`src/rtl/if_fetch_unit.sv`:
```
// Instruction fetch front-end: issues in-order imem requests under a credit limit,
// pairs each response with its PC and buffers it for decode; a flush discards in-flight work.
module if_fetch_unit #(
  parameter int WIDTH           = 32,
  parameter int FQ_DEPTH        = 4,
  parameter int MAX_OUTSTANDING = 2
) (
  input  logic             clk,
  input  logic             rst,
  input  logic [WIDTH-1:0] pc_in,
  output logic             pc_halt,
  input  logic             flush,
  output logic             imem_req_valid,
  input  logic             imem_req_ready,
  output logic [WIDTH-1:0] imem_req_addr,
  input  logic             imem_rsp_valid,
  input  logic [WIDTH-1:0] imem_rsp_data,
  output logic             if_valid,
  input  logic             if_ready,
  output logic [WIDTH-1:0] if_instr,
  output logic [WIDTH-1:0] if_pc,
  output logic [WIDTH-1:0] if_pc_plus4
);

  localparam int FQ_AW = $clog2(FQ_DEPTH);
  localparam int TQ_AW = (MAX_OUTSTANDING > 1) ? $clog2(MAX_OUTSTANDING) : 1;
  localparam int FQ_CW = $clog2(FQ_DEPTH) + 1;
  localparam int TQ_CW = $clog2(MAX_OUTSTANDING) + 1;
  localparam int SW    = ((FQ_CW > TQ_CW) ? FQ_CW : TQ_CW) + 1;

  typedef struct packed {
    logic [WIDTH-1:0] pc;
    logic [WIDTH-1:0] instr;
  } fq_entry_t;

  fq_entry_t        fq_mem [FQ_DEPTH];
  logic [FQ_AW-1:0] fq_rd_ptr, fq_wr_ptr;
  logic [FQ_CW-1:0] fq_count;

  logic [WIDTH-1:0] tq_mem [MAX_OUTSTANDING];
  logic [TQ_AW-1:0] tq_rd_ptr, tq_wr_ptr;
  logic [TQ_CW-1:0] tag_count;
  logic [TQ_CW-1:0] drop_cnt;

  logic [SW-1:0]    outstanding, occupancy;
  logic [TQ_CW-1:0] flush_drop;
  logic             credit_ok, fire, rsp_legal, rsp_drop, rsp_enq, fq_pop;

  // Tag pointers wrap explicitly so a single-entry tag queue stays in range.
  function automatic logic [TQ_AW-1:0] tq_next(input logic [TQ_AW-1:0] p);
    return (p == TQ_AW'(MAX_OUTSTANDING - 1)) ? '0 : p + TQ_AW'(1);
  endfunction

  always_comb begin
    outstanding    = SW'(tag_count) + SW'(drop_cnt);
    occupancy      = SW'(tag_count) + SW'(fq_count);
    credit_ok      = (occupancy < SW'(FQ_DEPTH)) && (outstanding < SW'(MAX_OUTSTANDING));
    imem_req_valid = credit_ok && !flush && !rst;
    imem_req_addr  = pc_in;
    fire           = imem_req_valid && imem_req_ready;
    pc_halt        = !fire && !flush;
    // A response with nothing outstanding is ignored entirely.
    rsp_legal      = imem_rsp_valid && (outstanding != '0);
    rsp_drop       = rsp_legal && (drop_cnt != '0);
    rsp_enq        = rsp_legal && (drop_cnt == '0) && !flush;
    flush_drop     = TQ_CW'(outstanding - SW'(rsp_legal));
    if_valid       = (fq_count != '0) && !flush;
    fq_pop         = if_valid && if_ready;
    if_pc          = fq_mem[fq_rd_ptr].pc;
    if_instr       = fq_mem[fq_rd_ptr].instr;
    if_pc_plus4    = fq_mem[fq_rd_ptr].pc + WIDTH'(4);
  end

  // NOTE: storage is cleared on reset so the head outputs read a defined 0/4 before the first fetch.
  always_ff @(posedge clk) begin
    if (rst) begin
      for (int i = 0; i < FQ_DEPTH; i++) fq_mem[i] <= '0;
      for (int i = 0; i < MAX_OUTSTANDING; i++) tq_mem[i] <= '0;
    end else begin
      if (rsp_enq) fq_mem[fq_wr_ptr] <= '{pc: tq_mem[tq_rd_ptr], instr: imem_rsp_data};
      if (fire) tq_mem[tq_wr_ptr] <= pc_in;
    end
  end

  // NOTE: all state updates use <= so every register samples pre-edge values.
  always_ff @(posedge clk) begin
    if (rst) begin
      fq_rd_ptr <= '0;
      fq_wr_ptr <= '0;
      fq_count  <= '0;
      tq_rd_ptr <= '0;
      tq_wr_ptr <= '0;
      tag_count <= '0;
      drop_cnt  <= '0;
    end else if (flush) begin
      fq_rd_ptr <= '0;
      fq_wr_ptr <= '0;
      fq_count  <= '0;
      tq_rd_ptr <= '0;
      tq_wr_ptr <= '0;
      tag_count <= '0;
      drop_cnt  <= flush_drop;
    end else begin
      if (fire) tq_wr_ptr <= tq_next(tq_wr_ptr);
      if (rsp_enq) begin
        tq_rd_ptr <= tq_next(tq_rd_ptr);
        fq_wr_ptr <= fq_wr_ptr + FQ_AW'(1);
      end
      if (fq_pop) fq_rd_ptr <= fq_rd_ptr + FQ_AW'(1);
      if (rsp_drop) drop_cnt <= drop_cnt - TQ_CW'(1);
      tag_count <= tag_count + TQ_CW'(fire) - TQ_CW'(rsp_enq);
      fq_count  <= fq_count + FQ_CW'(rsp_enq) - FQ_CW'(fq_pop);
    end
  end

endmodule

```
`config.mk`:
```
export PLATFORM = sky130hd
export DESIGN_NAME = if_fetch_unit
export DESIGN_NICKNAME = d
export VERILOG_FILES = /design/src/rtl/if_fetch_unit.sv
export SDC_FILE = /design/constraint.sdc
export NUM_CORES = 1
export LEC_CHECK = 0
export CAP_MARGIN = 0
export CORE_MARGIN = 3
export CORE_UTILIZATION = 55
export CTS_BUF_LIST = sky130_fd_sc_hd__clkbuf_16
export CTS_CLUSTER_SIZE = 12
export DETAILED_ROUTE_END_ITERATION = 7
export GPL_TIMING_DRIVEN = 0
export PLACE_DENSITY = 0.8
export SKIP_CTS_REPAIR_TIMING = 1
export SYNTH_ARGS = -nofsm -noshare
export SYNTH_HDL_FRONTEND = slang
export SYNTH_SLANG_ARGS = --single-unit
```
`constraint.sdc`:
```
create_clock -name clk -period 15.6 [get_ports clk]
set_input_delay 2.34 -clock clk [delete_from_list [all_inputs] [get_ports clk]]
set_output_delay 2.34 -clock clk [all_outputs]
set_load 0.01 [all_outputs]
```
==> parameters.txt, run 1 <==
Parameter                              Value

Timing
  Fin Clk Skew    0.0147 ns
  Setup-violating endpoint count in the final report    0
  Fmax achieved    161 MHz
  Count of final max-slew check failures    0
  Hold Violations, Final    0
  Worst max-slew margin expressed relative to the limit    0.414
  Time the worst path needs with I/O delays and setup    6.22 ns
  Least setup slack across all paths after layout    9.38 ns
  Final worst path period share    0.399
  Worst Max-Slew Pin Slew    0.878 ns
  RSZ-0062 raised after global routing    no
  Setup TNS    0 ns

Pwr
  Total leakage power    6.81 nW
  Overall power consumption    2.01 mW
  Power per cell area    107 nW/µm²
  Worst VDD drop    0.0685 mV

Routing
  DR vias    9247
  Remaining antenna violation count after routing    0
  Routed wire length on met3    2630 µm
  First-iteration detailed-routing DRC count    1001
  Detailed-route wire length    33600 µm
  Met1 WL    13100 µm
  Met2 Routed Length    17000 µm
  DRC Markers    0
  Average routed wire per standard cell    20.4 µm
  Routed vias/inst    5.63
  Detailed Routing Iterations Pass 1    5
  Top layer in use    met4

Setup path
  Worst setup startpoint    rst
  Arrival time at the worst endpoint    3.88 ns
  Sort of element at the end of the critical path    primary output
  Type of element launching the critical path    input port
  Maximum net fanout on the critical path    10
  Timing endpoint of the critical path    pc_halt
  R2r worst-path depth    11
  Worst reg2reg setup slack    12.03 ns
  CP Class    input port to primary output
  Req. time, crit path    13.26 ns
  Reg2Reg Capture Point    fq_mem[0][28]
  Worst reg2reg path startpoint    drop_cnt[0]

Placement
  HPWL Detailed    22300 µm
  Routability-driven placement congestion ratio    0.775
  Placed cell count    1583
  Worst-case setup slack after placement    9.36 ns
  # port buffers    198

Clock tree
  Number of buffers created by CTS    35
  Insertion delay to the later sink of the worst-skew pair    0.51 ns
  Root Driver    sky130_fd_sc_hd__clkbuf_16
  Clock tree from TritonCTS    built
  Number of buffers on the longest clock path    3
  Number of levels in the clock H-tree    2
  Number of clock sinks    336
  CTS clk-pin slew, worst paths    0.06 ns

Logic synthesis
  Synth async-reset ratio    0
  Unique masters post-synth    41
  Share of Yosys cell area claimed by the top area cell type    0.639
  Combined area of all synthesized cells    15000 µm²
  FF+latch count, synth    336
  Cell taking the most area after synthesis    sky130_fd_sc_hd__edfxtp_1
  Cell types with the highest counts after synthesis    sky130_fd_sc_hd__edfxtp_1 (320), sky130_fd_sc_hd__nor2_1 (158), sky130_fd_sc_hd__and2_1 (93), sky130_fd_sc_hd__nor3_1 (66), sky130_fd_sc_hd__mux4_2 (61)
  Synth warn    0
  Sequential element share of the synthesized area    0.660
  Number of enable-type register cells in the synthesized netlist    320
  Average cell area after synthesis    14.4 µm²
  Cell with the most instances after synthesis    sky130_fd_sc_hd__edfxtp_1
  Syn nets    1124
  Mapped Cells    1043
  Main synth FF type    sky130_fd_sc_hd__edfxtp_1
  Largest cells by area after synthesis    sky130_fd_sc_hd__edfxtp_1 (64%), sky130_fd_sc_hd__mux4_2 (9.1%), sky130_fd_sc_hd__nor2_1 (3.9%)

Global routing
  Grt ovf    0
  Vias in the first global route    9581
  Initial antenna violation count    0
  Pin count of the biggest net entering global routing    52
  First-pass GRT wire length    52200 µm
  Global-route usage over all layers    0.233

Floorplan
  Number of ports placed on the die boundary    201
  Horiz. Die Dim    171 µm
  Initial cell density of the core    0.568
  Die footprint    29400 µm²
  Standard cell core area    26500 µm²
  Die Span Y    171 µm
  Number of standard-cell rows in the floorplan    59

Worst hold path
  Hold Crit Class    flop to flop

Finish
  Relative area change from synthesis to final layout    24.1%
  Final core utilization    0.704
  Share of cells above drive strength 1    0.129
  Final cell count without fillers    1641
  Number of inserted diodes    0
  Count of filler cells inserted in the layout    1733
  Number of nets in the final layout    1366

Flow run
  Max-capacitance violation count    0

Status
  Run status    finished, final reports clean
worst max-delay path, cell delays in order:
cell	delay (ns)
sky130_fd_sc_hd__buf_1	0.36
sky130_fd_sc_hd__nor2_1	0.20
sky130_fd_sc_hd__and4_1	0.27
sky130_fd_sc_hd__a21oi_1	0.16
sky130_fd_sc_hd__clkdlybuf4s50_1	0.55
report_power, final:
group	switching, mW	total [mW]	internal (mW)
Sequential	0.0123	1.04	1.03
Clock	0.321	0.744	0.423
Combinational	0.115	0.217	0.102
Total	0.449	2.01	1.56
registers in the layout, indices dropped and copies added, names as in the netlist, named ones only:
signal,count
fq_mem,256
tq_mem,64
tag_count,2
fq_count,3
fq_wr_ptr,2
drop_cnt,2
fq_rd_ptr,2
tq_rd_ptr,1
tq_wr_ptr,1
metrics by stage:
stage	hold WS, ns	instance area (µm²)
after floorplan	0.481	15000
after global placement	0.496	17400
after detailed placement	0.508	17700
after CTS	0.525	18700
after global routing	0.565	18700
final	0.531	18700
logic make-up (layout without fill, tap and decap cells):
group / after synthesis / in the layout / share of synthesized area
buf+inv: 140 / 403 / 0.0470
mux: 98 / 98 / 0.119
xor+xnor: 40 / 40 / 0.0233
fa+ha+maj: 11 / 11 / 0.0101
compound gates: 6 / 6 / 0.00299
simple gates: 412 / 412 / 0.137
flops: 336 / 336 / 0.660
worst min-delay path by stage:
stage	to	from	cells after the start	slack [ns]
global route	tq_rd_ptr	tq_rd_ptr	2	0.56
CTS	tq_rd_ptr	tq_rd_ptr	2	0.53
global placement	tq_rd_ptr	tq_rd_ptr	2	0.50
detailed placement	flop	tq_rd_ptr	2	0.51
floorplan	flop	tq_rd_ptr	2	0.48
finish	tq_rd_ptr	tq_rd_ptr	2	0.53
placed cells by master, fill, tap and decap left out, types with 2 or more instances in the layout:
master                            count
sky130_fd_sc_hd__nor2_1             158
sky130_fd_sc_hd__o21bai_4             2
sky130_fd_sc_hd__nand4_2              2
sky130_fd_sc_hd__xor2_1              10
sky130_fd_sc_hd__buf_1                4
sky130_fd_sc_hd__clkbuf_16           37
sky130_fd_sc_hd__nor3_2               2
sky130_fd_sc_hd__nand2b_1             2
sky130_fd_sc_hd__nand2_1             47
sky130_fd_sc_hd__clkdlybuf4s50_1    198
sky130_fd_sc_hd__nand3b_1             2
sky130_fd_sc_hd__nor3b_1              2
sky130_fd_sc_hd__mux2i_1             34
sky130_fd_sc_hd__buf_2                5
sky130_fd_sc_hd__and4_1               2
sky130_fd_sc_hd__clkinv_1             4
sky130_fd_sc_hd__buf_16               4
sky130_fd_sc_hd__mux4_2              61
sky130_fd_sc_hd__nand3_1             10
sky130_fd_sc_hd__and3_1               7
sky130_fd_sc_hd__buf_4               36
sky130_fd_sc_hd__nor3_1              66
sky130_fd_sc_hd__xnor2_1             30
sky130_fd_sc_hd__mux4_1               3
sky130_fd_sc_hd__ha_1                 9
sky130_fd_sc_hd__edfxtp_1           320
sky130_fd_sc_hd__fa_1                 2
sky130_fd_sc_hd__inv_1               59
sky130_fd_sc_hd__buf_12               5
sky130_fd_sc_hd__dfxtp_1             16
sky130_fd_sc_hd__nor4_4               2
sky130_fd_sc_hd__clkbuf_1            49
sky130_fd_sc_hd__or2_2                5
sky130_fd_sc_hd__nand4_1              6
sky130_fd_sc_hd__and2_1              93
layer usage:
layer  vias up  GRT usage
li1       4231          -
met1      4534      0.312
met2       422      0.391
met3        60     0.0423
met4         0     0.0791
met5         -          0
final cells by class:
class                           count  area [µm²]  share of cell area
Buffer                             97         546              0.0292
Inverter                           43         161             0.00865
Sequential cell                   336        9930               0.532
Timing Repair Buffer              205        2150               0.115
Clock inverter                     21        82.6             0.00442
Tap cell                          335         419              0.0225
Clock buffer                       37         926              0.0496
Multi-Input combinational cell    567        4450               0.238
No activity file was read; power rests on OpenSTA's default activity.
==> run 2: changes to the inputs <==
==> constraint.sdc (replaced) <==
create_clock -name clk -period 5.9 [get_ports clk]
set_input_delay 0.885 -clock clk [delete_from_list [all_inputs] [get_ports clk]]
set_output_delay 0.885 -clock clk [all_outputs]
set_load 0.01 [all_outputs]
==> results of run 2 <==
The final DEF is identical to that of run 1. Status: finished, final reports clean.
Main changes from that run: setup slack after placement 9.36 ns -> 1.67 ns; setup slack after layout 9.38 ns -> 1.16 ns; end point of the critical path pc_halt -> if_pc_plus4[20]; register-to-register setup slack 12.03 ns -> 2.33 ns; total power 2.01 mW -> 5.30 mW; worst IR drop on VDD 0.0685 mV -> 0.181 mV
